===== config.mk =====
export PLATFORM = sky130hd
export DESIGN_NAME = seq_divider_flat
export DESIGN_NICKNAME = d
export VERILOG_FILES = /design/src/rtl/div_pkg.sv /design/src/rtl/seq_divider_if.sv /design/src/rtl/div_addsub_stage.sv /design/src/rtl/seq_divider.sv /design/src/flat_wrapper.sv
export SDC_FILE = /design/constraint.sdc
export NUM_CORES = 1
export LEC_CHECK = 0
export ABC_CLOCK_PERIOD_IN_PS = 3500
export BUFFER_PORTS_ARGS = -buffer_cell sky130_fd_sc_hd__buf_2
export CAP_MARGIN = 20
export CORE_ASPECT_RATIO = 0.5
export CORE_MARGIN = 8
export CORE_UTILIZATION = 55
export DETAILED_ROUTE_END_ITERATION = 6
export GPL_TIMING_DRIVEN = 0
export PLACE_DENSITY_LB_ADDON = 0.3
export SLEW_MARGIN = 20
export SYNTH_ARGS = -nofsm -noshare
export SYNTH_HDL_FRONTEND = slang
export SYNTH_SLANG_ARGS = --single-unit
export TNS_END_PERCENT = 50

===== constraint.sdc =====
create_clock -name clk -period 3.5 [get_ports clk]
set_input_delay 1.05 -clock clk [delete_from_list [all_inputs] [get_ports clk]]
set_output_delay 1.05 -clock clk [all_outputs]
set_load 0.02 [all_outputs]

===== src/rtl/div_pkg.sv =====
// div_pkg: shared types and helpers for the seq_divider block.
// DIV_MAX_W bounds the operand width the helper function can handle (WIDTH < DIV_MAX_W).
package div_pkg;

    localparam int DIV_MAX_W = 128;

    typedef enum logic [1:0] {
        IDLE,
        CALC,
        FIX,
        DONE
    } div_state_t;

    // Conditional two's-complement negate; callers zero-extend and slice back to WIDTH.
    // The low WIDTH bits of the result equal the WIDTH-bit negate, so one helper
    // serves both abs() of operands and sign fix-up of results.
    function automatic logic [DIV_MAX_W-1:0] cond_neg(input logic [DIV_MAX_W-1:0] v,
                                                      input logic                 neg);
        return neg ? (~v + DIV_MAX_W'(1)) : v;
    endfunction

endpackage


===== src/rtl/seq_divider_if.sv =====
// seq_divider_if: operand/result handshake bundle for seq_divider.
// remainder exists only when DIV_REM_EN is defined.
interface seq_divider_if #(
    parameter int WIDTH = 32
);
    logic             in_valid;
    logic             in_ready;
    logic             in_signed;
    logic [WIDTH-1:0] dividend;
    logic [WIDTH-1:0] divisor;
    logic             out_valid;
    logic             out_ready;
    logic [WIDTH-1:0] quotient;
`ifdef DIV_REM_EN
    logic [WIDTH-1:0] remainder;
`endif
    logic             div_zero;
    logic             ovf;

    modport master (
        output in_valid, in_signed, dividend, divisor, out_ready,
        input  in_ready, out_valid, quotient,
`ifdef DIV_REM_EN
        input  remainder,
`endif
        input  div_zero, ovf
    );

    modport slave (
        input  in_valid, in_signed, dividend, divisor, out_ready,
        output in_ready, out_valid, quotient,
`ifdef DIV_REM_EN
        output remainder,
`endif
        output div_zero, ovf
    );
endinterface


===== src/rtl/div_addsub_stage.sv =====
// div_addsub_stage: one non-restoring step on a (WIDTH+1)-bit partial remainder.
// Adds the divisor when the partial remainder is negative, subtracts otherwise.
module div_addsub_stage #(
    parameter int WIDTH = 32
) (
    input  logic [WIDTH:0]   p_in,
    input  logic [WIDTH-1:0] d_in,
    input  logic             p_neg,
    output logic [WIDTH:0]   p_out
);
    logic [WIDTH:0] d_ext;

    assign d_ext = {1'b0, d_in};
    assign p_out = p_neg ? (p_in + d_ext) : (p_in - d_ext);

endmodule


===== src/rtl/seq_divider.sv =====
// seq_divider: multicycle non-restoring integer divider, signed or unsigned per operation.
// Define DIV_REM_EN to get the remainder output and its correction adder path.
// WIDTH must be in 4..DIV_MAX_W-1.
//
// state | meaning
// IDLE  | waiting for operands, in_ready high
// CALC  | one quotient bit per cycle, WIDTH cycles
// FIX   | remainder correction and result sign fix-up
// DONE  | result held on outputs until out_ready
module seq_divider
    import div_pkg::*;
#(
    parameter int WIDTH = 32
) (
    input  logic         clk,
    input  logic         rst_n,
    seq_divider_if.slave bus
);
    localparam int               CNT_W    = $clog2(WIDTH);
    localparam logic [CNT_W-1:0] CNT_INIT = CNT_W'(WIDTH - 1);
    localparam logic [WIDTH-1:0] MIN_VAL  = {1'b1, {(WIDTH-1){1'b0}}};

    div_state_t           state, state_nxt;
    logic                 accept;
    logic [WIDTH:0]       p_reg;
    logic [WIDTH-1:0]     q_reg;
    logic [WIDTH-1:0]     d_reg;
    logic [CNT_W-1:0]     cnt;
    logic                 q_neg;
    logic                 ovf_pend;
    logic [WIDTH-1:0]     quot_res;
    logic                 dz_res;
    logic                 ovf_res;
    logic                 dvd_neg, dvs_neg;
    logic                 div_is_zero, is_min_m1;
    logic [DIV_MAX_W-1:0] dvd_x, dvs_x, quot_x;
    logic [WIDTH:0]       stage_p, stage_sum;
    logic                 stage_neg;
    logic                 unused_hi;
`ifdef DIV_REM_EN
    logic                 r_neg;
    logic [WIDTH-1:0]     rem_res;
    logic [WIDTH-1:0]     rem_corr;
    logic [DIV_MAX_W-1:0] rem_x;
    logic                 unused_rem;
`endif

    assign dvd_neg     = bus.in_signed & bus.dividend[WIDTH-1];
    assign dvs_neg     = bus.in_signed & bus.divisor[WIDTH-1];
    assign div_is_zero = (bus.divisor == '0);
    assign is_min_m1   = bus.in_signed && (bus.dividend == MIN_VAL) && (bus.divisor == '1);

    assign dvd_x  = cond_neg(DIV_MAX_W'(bus.dividend), dvd_neg);
    assign dvs_x  = cond_neg(DIV_MAX_W'(bus.divisor), dvs_neg);
    assign quot_x = cond_neg(DIV_MAX_W'(q_reg), q_neg);
    assign unused_hi = ^{dvd_x[DIV_MAX_W-1:WIDTH], dvs_x[DIV_MAX_W-1:WIDTH],
                         quot_x[DIV_MAX_W-1:WIDTH]};

`ifdef DIV_REM_EN
    // In FIX the shared stage is forced to add, giving P+D for the negative-remainder case.
    assign stage_p    = (state == CALC) ? {p_reg[WIDTH-1:0], q_reg[WIDTH-1]} : p_reg;
    assign stage_neg  = (state == CALC) ? p_reg[WIDTH] : 1'b1;
    assign rem_corr   = p_reg[WIDTH] ? stage_sum[WIDTH-1:0] : p_reg[WIDTH-1:0];
    assign rem_x      = cond_neg(DIV_MAX_W'(rem_corr), r_neg);
    assign unused_rem = ^rem_x[DIV_MAX_W-1:WIDTH];
    assign bus.remainder = rem_res;
`else
    assign stage_p   = {p_reg[WIDTH-1:0], q_reg[WIDTH-1]};
    assign stage_neg = p_reg[WIDTH];
`endif

    div_addsub_stage #(.WIDTH(WIDTH)) u_stage (
        .p_in  (stage_p),
        .d_in  (d_reg),
        .p_neg (stage_neg),
        .p_out (stage_sum)
    );

    assign bus.quotient = quot_res;
    assign bus.div_zero = dz_res;
    assign bus.ovf      = ovf_res;

    // State register.
    always_ff @(posedge clk or negedge rst_n) begin
        if (!rst_n) state <= IDLE;
        else        state <= state_nxt;
    end

    // Next state and handshake outputs.
    always_comb begin
        state_nxt     = state;
        accept        = 1'b0;
        bus.in_ready  = 1'b0;
        bus.out_valid = 1'b0;
        case (state)
            IDLE: begin
                bus.in_ready = 1'b1;
                if (bus.in_valid) begin
                    accept    = 1'b1;
                    state_nxt = div_is_zero ? DONE : CALC;
                end
            end
            CALC: if (cnt == '0) state_nxt = FIX;
            FIX:  state_nxt = DONE;
            DONE: begin
                bus.out_valid = 1'b1;
                if (bus.out_ready) state_nxt = IDLE;
            end
            default: state_nxt = IDLE;
        endcase
    end

    // Operand latch, iteration datapath and result registers.
    always_ff @(posedge clk or negedge rst_n) begin
        if (!rst_n) begin
            p_reg    <= '0;
            q_reg    <= '0;
            d_reg    <= '0;
            cnt      <= '0;
            q_neg    <= 1'b0;
            ovf_pend <= 1'b0;
            quot_res <= '0;
            dz_res   <= 1'b0;
            ovf_res  <= 1'b0;
`ifdef DIV_REM_EN
            r_neg    <= 1'b0;
            rem_res  <= '0;
`endif
        end else begin
            case (state)
                IDLE: if (accept) begin
                    p_reg    <= '0;
                    q_reg    <= dvd_x[WIDTH-1:0];
                    d_reg    <= dvs_x[WIDTH-1:0];
                    cnt      <= CNT_INIT;
                    q_neg    <= dvd_neg ^ dvs_neg;
                    ovf_pend <= is_min_m1;
`ifdef DIV_REM_EN
                    r_neg    <= dvd_neg;
`endif
                    // Zero divisor bypasses CALC/FIX, so its result is loaded here.
                    if (div_is_zero) begin
                        quot_res <= '1;
                        dz_res   <= 1'b1;
                        ovf_res  <= 1'b0;
`ifdef DIV_REM_EN
                        rem_res  <= bus.dividend;
`endif
                    end
                end
                CALC: begin
                    p_reg <= stage_sum;
                    q_reg <= {q_reg[WIDTH-2:0], ~stage_sum[WIDTH]};
                    cnt   <= cnt - CNT_W'(1);
                end
                FIX: begin
                    dz_res  <= 1'b0;
                    ovf_res <= ovf_pend;
                    if (ovf_pend) begin
                        quot_res <= MIN_VAL;
`ifdef DIV_REM_EN
                        rem_res  <= '0;
`endif
                    end else begin
                        quot_res <= quot_x[WIDTH-1:0];
`ifdef DIV_REM_EN
                        rem_res  <= rem_x[WIDTH-1:0];
`endif
                    end
                end
                default: ;
            endcase
        end
    end

endmodule


===== src/flat_wrapper.sv =====
// flat-port wrapper written by rule: the top's interface ports become plain ports
module seq_divider_flat import div_pkg::*;
#(
    parameter int WIDTH = 32
)
  (clk, rst_n, bus_in_valid, bus_in_signed, bus_dividend, bus_divisor, bus_out_ready, bus_in_ready, bus_out_valid, bus_quotient, bus_div_zero, bus_ovf);
  seq_divider_if #(.WIDTH(WIDTH)) bus_i ();
  input  logic clk;
  input  logic rst_n;
  input wire logic [$bits(bus_i.in_valid)-1:0] bus_in_valid;
  input wire logic [$bits(bus_i.in_signed)-1:0] bus_in_signed;
  input wire logic [$bits(bus_i.dividend)-1:0] bus_dividend;
  input wire logic [$bits(bus_i.divisor)-1:0] bus_divisor;
  input wire logic [$bits(bus_i.out_ready)-1:0] bus_out_ready;
  output wire logic [$bits(bus_i.in_ready)-1:0] bus_in_ready;
  output wire logic [$bits(bus_i.out_valid)-1:0] bus_out_valid;
  output wire logic [$bits(bus_i.quotient)-1:0] bus_quotient;
  output wire logic [$bits(bus_i.div_zero)-1:0] bus_div_zero;
  output wire logic [$bits(bus_i.ovf)-1:0] bus_ovf;
  assign bus_i.in_valid = bus_in_valid;
  assign bus_i.in_signed = bus_in_signed;
  assign bus_i.dividend = bus_dividend;
  assign bus_i.divisor = bus_divisor;
  assign bus_i.out_ready = bus_out_ready;
  assign bus_in_ready = bus_i.in_ready;
  assign bus_out_valid = bus_i.out_valid;
  assign bus_quotient = bus_i.quotient;
  assign bus_div_zero = bus_i.div_zero;
  assign bus_ovf = bus_i.ovf;
  seq_divider #(.WIDTH(WIDTH)) u_core (.clk(clk), .rst_n(rst_n), .bus(bus_i));
endmodule

======== Word level (Yosys, flattened, before mapping) ========
Cells that the tools add are included.
storage, ports and cells
  bits in registers ....................... 140
  input bits .............................. 69
  output and inout port bits .............. 36
  word-level logic and storage cells ...... 73
cells by class
  add/subtract/negate cells ............... 6
  equal/unequal tests ..................... 10
  multiplexer cells ....................... 29
  bitwise gates (word level) .............. 7
  reductions and logical operators ........ 11
operators by type and width
  operator                                                number
  2-to-1 mux 32 bit                                       7
  case mux 32 bit (2 select lines)                        2
  adder 32 x 1 -> 32 bit (second input constant)          3
  NOT 32 bit                                              3
  2-to-1 mux 33 bit                                       2
  case mux 33 bit (2 select lines)                        1
  equality test 32 bit (second input constant)            2
  adder 33 x 32 -> 33 bit                                 1
  subtractor 33 x 32 -> 33 bit                            1
  logical NOT 32 bit                                      1
  case mux 5 bit (2 select lines)                         1
  2-to-1 mux 1 bit                                        8
  2-to-1 mux 2 bit                                        4
  case mux 2 bit (4 select lines)                         1
  inequality test 2 x 1 -> 1 bit (second input constant)  3
  AND reduction 3 bit                                     2
  logical NOT 5 bit                                       1
  2-to-1 mux 5 bit                                        1
  subtractor 5 x 1 -> 5 bit (second input constant)       1
  equality test 2 bit (second input constant)             2
  inequality test 2 bit (second input constant)           2
  case mux 1 bit (2 select lines)                         2
  AND reduction 2 bit                                     2
  nonzero test 2 bit                                      2
  6 further kinds                                         8

======== Depth between registers and ports, before layout ========
Gate-level depths: netlist of run 1.
  depth in word-level cells ............... 5
  gate-level depth with buffers ........... 17
  mapped depth without buffers ............ 16

======== Hierarchy ========
Synthesis of run 1 repeated with hierarchy kept, for this count alone.
unflattened totals
  cells, all modules ...................... 1221
  area, all modules ....................... 10397.5 µm²
modules (own cells, without submodules)
  module            instances  cells an instance  area an instance (µm²)  sequential area each (µm²)
  seq_divider       1          882                8046.5                  3503.4
  div_addsub_stage  1          339                2351.0                  0.0

======== Least setup slack after synthesis of run 1 ========
OpenSTA, ideal clock, no wires.
  path kind ............................... reg-to-reg
  from .................................... register u_core.d_reg[0]
  to ...................................... register u_core.p_reg[29]
  library setup time ...................... 122 ps
  arrival ................................. 3587 ps
  path slack .............................. -209 ps
  stages on the path, launching flop included .. 17
  buffers on the path ..................... 1
  cells stage by stage .................... dfrtp_1 > inv_1 > ha_1 > nor4b_1 > and3_1 > clkbuf_1 > and3_1 > and3_1 > a21oi_1 > xor2_1 > ha_1 > a21oi_1 > a21o_1 > nor2_1 > and3_1 > or4_1 > a32o_1
on the way
  cells in the longest elaborated chain, start to end .. 3
  elaborated cells on any way between the ends .. 4
ends and longest elaborated chain
  what                                                                     line                    RTL
  from (decl)                                                              seq_divider.sv:27       logic [WIDTH-1:0] d_reg;
  from (signal assigned)                                                   seq_divider.sv:134      d_reg <= dvs_x[WIDTH-1:0];
  subtractor 33 x 32 -> 33 bit or adder 33 x 32 -> 33 bit (tied branches)  div_addsub_stage.sv:14  assign p_out = p_neg ? (p_in + d_ext) : (p_in - d_ext);
  2-to-1 mux 33 bit *                                                      div_addsub_stage.sv:14
  case mux 33 bit (2 select lines) *                                       seq_divider.sv:130      case (state)
  to (signal assigned)                                                     seq_divider.sv:152      p_reg <= stage_sum;
  to (decl)                                                                seq_divider.sv:25       logic [WIDTH:0] p_reg;
Mark *: on every way between the ends. The rest lies on a longest branch, timed or not.
A chain may end at the register's enable or synchronous reset.

======== Worst setup path in the final report of run 1 ========
  from .................................... register u_core.d_reg[2]
  to ...................................... register u_core.p_reg[29]
Same word-level chain as after synthesis.

==> summary.md, run 1 <==
| Metric | Value |
|---|---|
| Placeable Area | `18310 sq um` |
| Largest stage delay, worst path | `0.51 ns` |
| Commonest cells in the synthesized netlist | `nand2_1, dfrtp_1, o21ai_0` |
| Multi-input logic area | `7048 sq um` |
| Dpl cell area | `11100 sq um` |
| Fmax | `0.2693 GHz` |
| Finished Layout Cells | `1639` |
| VDD IR max | `0.5604 mV` |
| DRT iter0 DRCs | `1162` |
| Post-Syn Nets | `1347` |
| Largest net degree at the start of global routing | `79` |
| # rows | `35` |
| Area grow syn2layout | `24.11%` |
| Most instantiated library cell after synthesis | `nand2_1` |
| CTS buffer count | `17` |
| Clock Latency Late Sink | `0.44 ns` |
| Antenna violations before repair | `0` |
| DR vias | `10300` |
| Placer Congestion | `0.9507` |
| Final Net Count | `1500` |
| Worst Hold Class | `flop to flop` |
| Yosys warns | `0` |
| Post-synthesis instance total | `1233` |
| Die Wd | `208.8 um` |
| Total Die Area | `23470 sq um` |
| Synth Register Bits | `140` |
| Period minus WS final | `3.713 ns` |
| Status | `finished with violations` |
| Worst setup SP type | `flop` |
| Period utilisation layout | `106.1%` |
| Unrepaired setup endpoints after global routing | `yes` |
| Setup Skew | `0.01369 ns` |
| Post-DR vias/cell | `6.287` |
| Initial core utilization | `55.86%` |
| Final Util | `69.32%` |
| Post-route setup TNS | `-0.5159 ns` |
| First-pass GRT wire length | `50490 um` |
| Met2 usage | `43.26%` |
| M3 GR Usage | `5.758%` |
| Average wire per standard cell | `19.74 um` |
| Final Total Pwr | `15.40 mW` |
| CP max-delay cell | `dfrtp_1` |
| 1st-pass router iterations | `6` |
| Relative slew slack | `39.22%` |
| Die H | `112.4 um` |
| TritonCTS Sinks | `140` |
| Hpwl dp | `23060 um` |
| PD cells | `1214 nW/um^2` |
| Layout cell share with drive strength beyond 1 | `22.44%` |
| Leakage power | `5.162 nW` |
| DRC errors left | `0` |
| Placed Cells | `1577` |
| Max clock buf depth | `2` |
| Pre-CTS WS | `-0.7047 ns` |
| Final Hold Vio Count | `0` |
| Syn avg cell area | `8.293 sq um` |
| Worst Hold Depth | `1` |
| ANT nets after route | `0` |
| Final worst slack | `-0.2129 ns` |
| CP Class | `flop to flop` |
| Worst hold margin | `0.4839 ns` |
| CP dominant cell by count | `and3_4` |
| Ys flop type | `dfrtp_1` |
| Crit path capture type | `flop` |
| Post-synth ARST share | `100.0%` |
| Slew Limit Fails | `0` |
| MaxCap Viol Count | `0` |
| Routed WL | `32360 um` |
| Final setup viols | `6` |
| Routing usage on met1 | `33.16%` |
| EDFF count, synth | `0` |
| Clock edge transition at the registers on the reported setup and hold paths | `0.07 ns` |
| Design area | `12690 sq um` |
| Total global-route track usage | `26.16%` |
| Failing checks | `setup timing` |
| H-tree Lvls | `4` |
| GR Overflow Total | `0` |
| CTS root buf | `clkbuf_16` |
| IO buf count | `103` |
| Max reg flops | `33` |
| I/O pins | `105` |
| Worst Path Max Fanout | `6` |
| Filler cells | `1433` |
| Critical Path RT | `3.83 ns` |
| Layer with the highest usage | `met2` |
| Ranking of synthesized cells by area | `dfrtp_1, xor2_1, o21ai_0` |
| Reg area | `3507 sq um` |
| CTS tree | `yes` |
| Cell type with the highest aggregate area in the netlist | `dfrtp_1` |
| Mapped Area | `10220 sq um` |
| Critical Path AT | `4.04 ns` |
| Vias in the first global route | `9775` |
| Crit-path cells | `nor4b_4 -> and3_4 -> buf_8 -> and3_4 -> and3_4 -> a21oi_4 -> xor2_2 -> ha_4 -> a21oi_2 -> a21o_1 -> nor2_1 -> and3_4 -> or4_1 -> a32o_1` |
| Worst-case reg-to-reg path depth | `14` |
| Post-synthesis cell type count | `73` |
| Post-synthesis sequential area ratio | `34.26%` |
| ANT cells | `0` |
| Top cell type's share of synthesized area | `34.26%` |
| Least-Margin Pin Slew | `0.9034 ns` |
==> worst paths after layout <==
check / slack (ns) / startpoint / to
setup / recovery: -0.21 / u_core.d_reg[2] / u_core.p_reg[29]
hold / removal: 0.48 / u_core.bus.quotient[16] / u_core.bus.quotient[16]
setup reg to reg: -0.21 / u_core.d_reg[2] / u_core.p_reg[29]
hold reg to reg: 0.48 / u_core.bus.quotient[16] / u_core.bus.quotient[16]
max in group asynchronous: 2.18 / rst_n / u_core.bus.quotient[10]
min in group asynchronous: 0.58 / rst_n / u_core.p_reg[18]
==> power breakdown <==
part           switching (mW)  internal, mW  total (mW)  leakage [nW]
Sequential              0.849          2.36        3.21          1.64
Clock                   0.764          1.07        1.84         0.280
Combinational            6.06          4.30        10.4          3.24
==> area by class of cell <==
cell class | count | area share, %
flip-flops and latches | 140 | 27.64
clock buffers | 19 | 3.490
multi-input cells | 993 | 55.54
plain buffers | 57 | 2.090
repair buffers | 141 | 6.695
well taps | 240 | 2.366
clock inverters | 13 | 1.114
inverters | 36 | 1.065
==> routing by layer <==
layer	share of wire, %	wire, um
met4	3.3	1081
met2	48	15430
met3	7.7	2478
met5	0	0
met1	41	13360
==> cell families (layout without fill, tap and decap cells) <==
family                     after synthesis  after routing  share of synthesized area [%]
AOI/OAI and AO/OA                      378            378                          23.21
xor gates and xnor gates               144            144                          12.33
buffers and inverters                  100            266                          4.014
adders and majority gates               45             45                          5.580
DFF                                    140            140                          34.26
muxes                                    8              8                         0.7954
and+or+nand+nor                        418            418                          19.80
==> cell usage in the layout (no fill, tap or decap), types with 7 or more instances in the layout <==
cell,Yosys,final
nor4_1,13,10
a21o_1,10,10
o22a_1,24,24
clkbuf_16,0,17
dfrtp_1,140,137
a21oi_2,1,13
xnor2_1,51,48
a21oi_1,93,72
nand4_1,13,13
o21a_1,17,16
ha_1,44,27
buf_4,2,34
a21oi_4,0,9
buf_1,7,7
o211ai_1,15,15
xor2_1,93,86
ha_4,0,10
o41ai_1,10,9
nor3_1,25,20
a31oi_1,10,7
nor2_1,118,110
buf_2,4,106
o22ai_1,7,7
clkbuf_1,48,39
o21ai_0,130,123
mux2i_1,7,7
o31ai_1,22,19
buf_6,3,8
ha_2,0,7
or3_1,13,13
inv_1,36,34
or4_1,10,10
nand2b_1,9,9
nand3_1,25,23
xor2_2,0,7
nand2_1,142,133
==> what timing repair did <==
action,CTS,global route
endpoints found under the setup margin,18,20
gates resized for setup,58,101
cloned,0,0
pin swaps,26,57
hold buffers,0,0
setup buffers,18,20
==> worst max-delay path, delay by kind of cell, from the launching register on <==
| family | cells | cell delay, ns |
|---|---|---|
| compound gates | 4 | 0.67 |
| xor+xnor | 1 | 0.26 |
| fa+ha+maj | 1 | 0.26 |
| buf+inv | 1 | 0.13 |
| flops | 1 | 0.51 |
| simple gates | 7 | 1.77 |
Power figures use the tool's default switching activity.
==> inputs of run 2 (changes only) <==
--- a/config.mk
+++ b/config.mk
@@ -14,6 +14,7 @@
 export DETAILED_ROUTE_END_ITERATION = 6
 export GPL_TIMING_DRIVEN = 0
 export PLACE_DENSITY_LB_ADDON = 0.3
+export RECOVER_POWER = 100
 export SLEW_MARGIN = 20
 export SYNTH_ARGS = -nofsm -noshare
 export SYNTH_HDL_FRONTEND = slang
==> run 2 against run 1 <==
Final cell count stayed put. Global-route usage stayed put. Sequential power hardly changed. Power is 0.41% lower. Routed wire length hardly changed. Via count is 0.12% higher. The flow finishes with violations (capacitance limit, slew limit, setup timing). Clock skew is 0.00080 ns higher. Count of clock-buffer cells in the layout stayed put. Die area stayed put.
==> summary.md, run 2 (synthesis gave the netlist of run 1 again) <==
| Metric | Value |
|---|---|
| Crit path capture type | `flop` |
| Slew Limit Fails | `79` |
| Largest stage delay, worst path | `0.51 ns` |
| Worst Hold Class | `flop to flop` |
| CTS tree | `yes` |
| Worst setup SP type | `flop` |
| Most common cell after layout, fill and taps aside | `dfrtp_1` |
| Max clock buf depth | `2` |
| ANT nets after route | `0` |
| Status | `finished with violations` |
| Fmax | `0.2690 GHz` |
| Critical Path AT | `4.04 ns` |
| Die H | `112.4 um` |
| Max reg flops | `33` |
| DRC errors left | `0` |
| Final setup viols | `7` |
| Final worst slack | `-0.2179 ns` |
| Total Die Area | `23470 sq um` |
| Post-route setup TNS | `-0.6014 ns` |
| Average wire per standard cell | `19.76 um` |
| CP Class | `flop to flop` |
| Largest net degree at the start of global routing | `79` |
| Vias in the first global route | `9775` |
| Leakage power | `5.059 nW` |
| Worst Path Buf+Inv | `1` |
| Least-Margin Pin Slew | `2.020 ns` |
| Period utilisation layout | `106.2%` |
| I/O pins | `105` |
| DR vias | `10320` |
| Total global-route track usage | `26.16%` |
| Placeable Area | `18310 sq um` |
| Final Total Pwr | `15.34 mW` |
| FF-to-FF setup slack | `-0.22 ns` |
| Setup Skew | `0.01449 ns` |
| Period minus WS final | `3.718 ns` |
| CTS buffer count | `17` |
| Clock Latency Late Sink | `0.43 ns` |
| First-pass GRT wire length | `50490 um` |
| GR Overflow Total | `0` |
| CTS root buf | `clkbuf_16` |
| 1st-pass router iterations | `6` |
| Hpwl dp | `23060 um` |
| MaxCap Viol Count | `1` |
| Relative slew slack | `-34.65%` |
| Dpl cell area | `11100 sq um` |
| PD cells | `1219 nW/um^2` |
| Final Net Count | `1500` |
| Area grow syn2layout | `23.05%` |
| DRT iter0 DRCs | `1160` |
| Post-DR vias/cell | `6.294` |
| Failing checks | `capacitance limit, slew limit, setup timing` |
| Clock edge transition at the registers on the reported setup and hold paths | `0.07 ns` |
| Critical Path RT | `3.83 ns` |
| Critical path's top delay family | `simple AND/OR/NAND/NOR gates` |
| Routed WL | `32380 um` |
| TritonCTS Sinks | `140` |
| Pre-CTS WS | `-0.7047 ns` |
| Unrepaired setup endpoints after global routing | `yes` |
| Most frequent cells in the layout | `dfrtp_1, nand2_1, o21ai_0` |
| H-tree Lvls | `4` |
| Initial core utilization | `55.86%` |
| Final Hold Vio Count | `0` |
| Placer Congestion | `0.9507` |
| Design area | `12580 sq um` |
| Die Wd | `208.8 um` |
| Antenna violations before repair | `0` |
| Worst Path Max Fanout | `6` |
| CP max-delay cell | `dfrtp_1` |
| Layout cell share with drive strength beyond 1 | `19.51%` |
| IO buf count | `103` |
| CP dominant cell by count | `and3_4` |
| VDD IR max | `0.5604 mV` |
| # rows | `35` |
| Crit-path cells | `nor4b_4 -> and3_4 -> buf_8 -> and3_4 -> and3_4 -> a21oi_4 -> xor2_2 -> ha_4 -> a21oi_2 -> a21o_1 -> nor2_1 -> and3_4 -> or4_1 -> a32o_1` |
| ANT cells | `0` |
## run 2: cell count changes in the layout (fill, tap and decap cells not counted), sizes merged
cell    delta
buf       -43
clkbuf    +43
## run 2: worst reg2reg max path, cell delays in order, from the launching register on
cell	delay, ns
dfrtp_1	0.51
nor4b_4	0.37
and3_4	0.26
buf_8	0.13
and3_4	0.23
and3_4	0.23
a21oi_4	0.07
xor2_2	0.27
ha_4	0.26
a21oi_2	0.18
a21o_1	0.16
nor2_1	0.05
and3_4	0.17
or4_1	0.47
a32o_1	0.25
## run 2: worst paths after layout
path,from,endpoint,cells after the start
min in group asynchronous,rst_n,u_core.p_reg[18],1
setup / recovery,u_core.d_reg[2],u_core.p_reg[29],14
hold / removal,u_core.p_reg[26],u_core.p_reg[26],2
max in group asynchronous,rst_n,u_core.bus.quotient[10],2
setup reg to reg,u_core.d_reg[2],u_core.p_reg[29],14
hold reg to reg,u_core.p_reg[26],u_core.p_reg[26],2
## run 2: routing by layer
metal  vias up  share of wire [%]  wire length [um]  GRT usage, %
li1       4727                  -                 -             -
met5         -                  0                 0             0
met3       107                7.8              2519         5.758
met2       526                 48             15430         43.26
met1      4956                 41             13400         33.16
met4         0                3.2              1030         10.28
## run 2: power by group
| group | internal (mW) | switching [mW] | total, mW |
|---|---|---|---|
| Clock | 1.07 | 0.764 | 1.84 |
| Combinational | 4.24 | 6.05 | 10.3 |
| Sequential | 2.36 | 0.858 | 3.22 |
## run 2: cell type report
type,instances,area [sq um]
Tap cell,240,300.3
Multi-Input combinational cell,993,7024
Inverter,36,135.1
Fill cell,1457,5723
Clock inverter,13,141.4
Timing Repair Buffer,141,772.0
Buffer,57,259.0
Clock buffer,19,442.9
Sequential cell,140,3507
## run 2: stage by stage
stage                     std cells  hold WS [ns]  utilization (%)
after global routing           1639        0.5001            68.74
after CTS                      1623        0.4897            65.88
after detailed placement       1577        0.4756            60.63
final                          1639        0.4871            68.74
after global placement         1576        0.4674            60.42
after floorplan                1233        0.4551                -
## run 2: timing repair
action	4_1_cts	5_1_grt
gates resized for setup	58	101
setup endpoints to repair	18	20
pin swaps	26	57
hold buffers	0	0
setup buffers	18	20
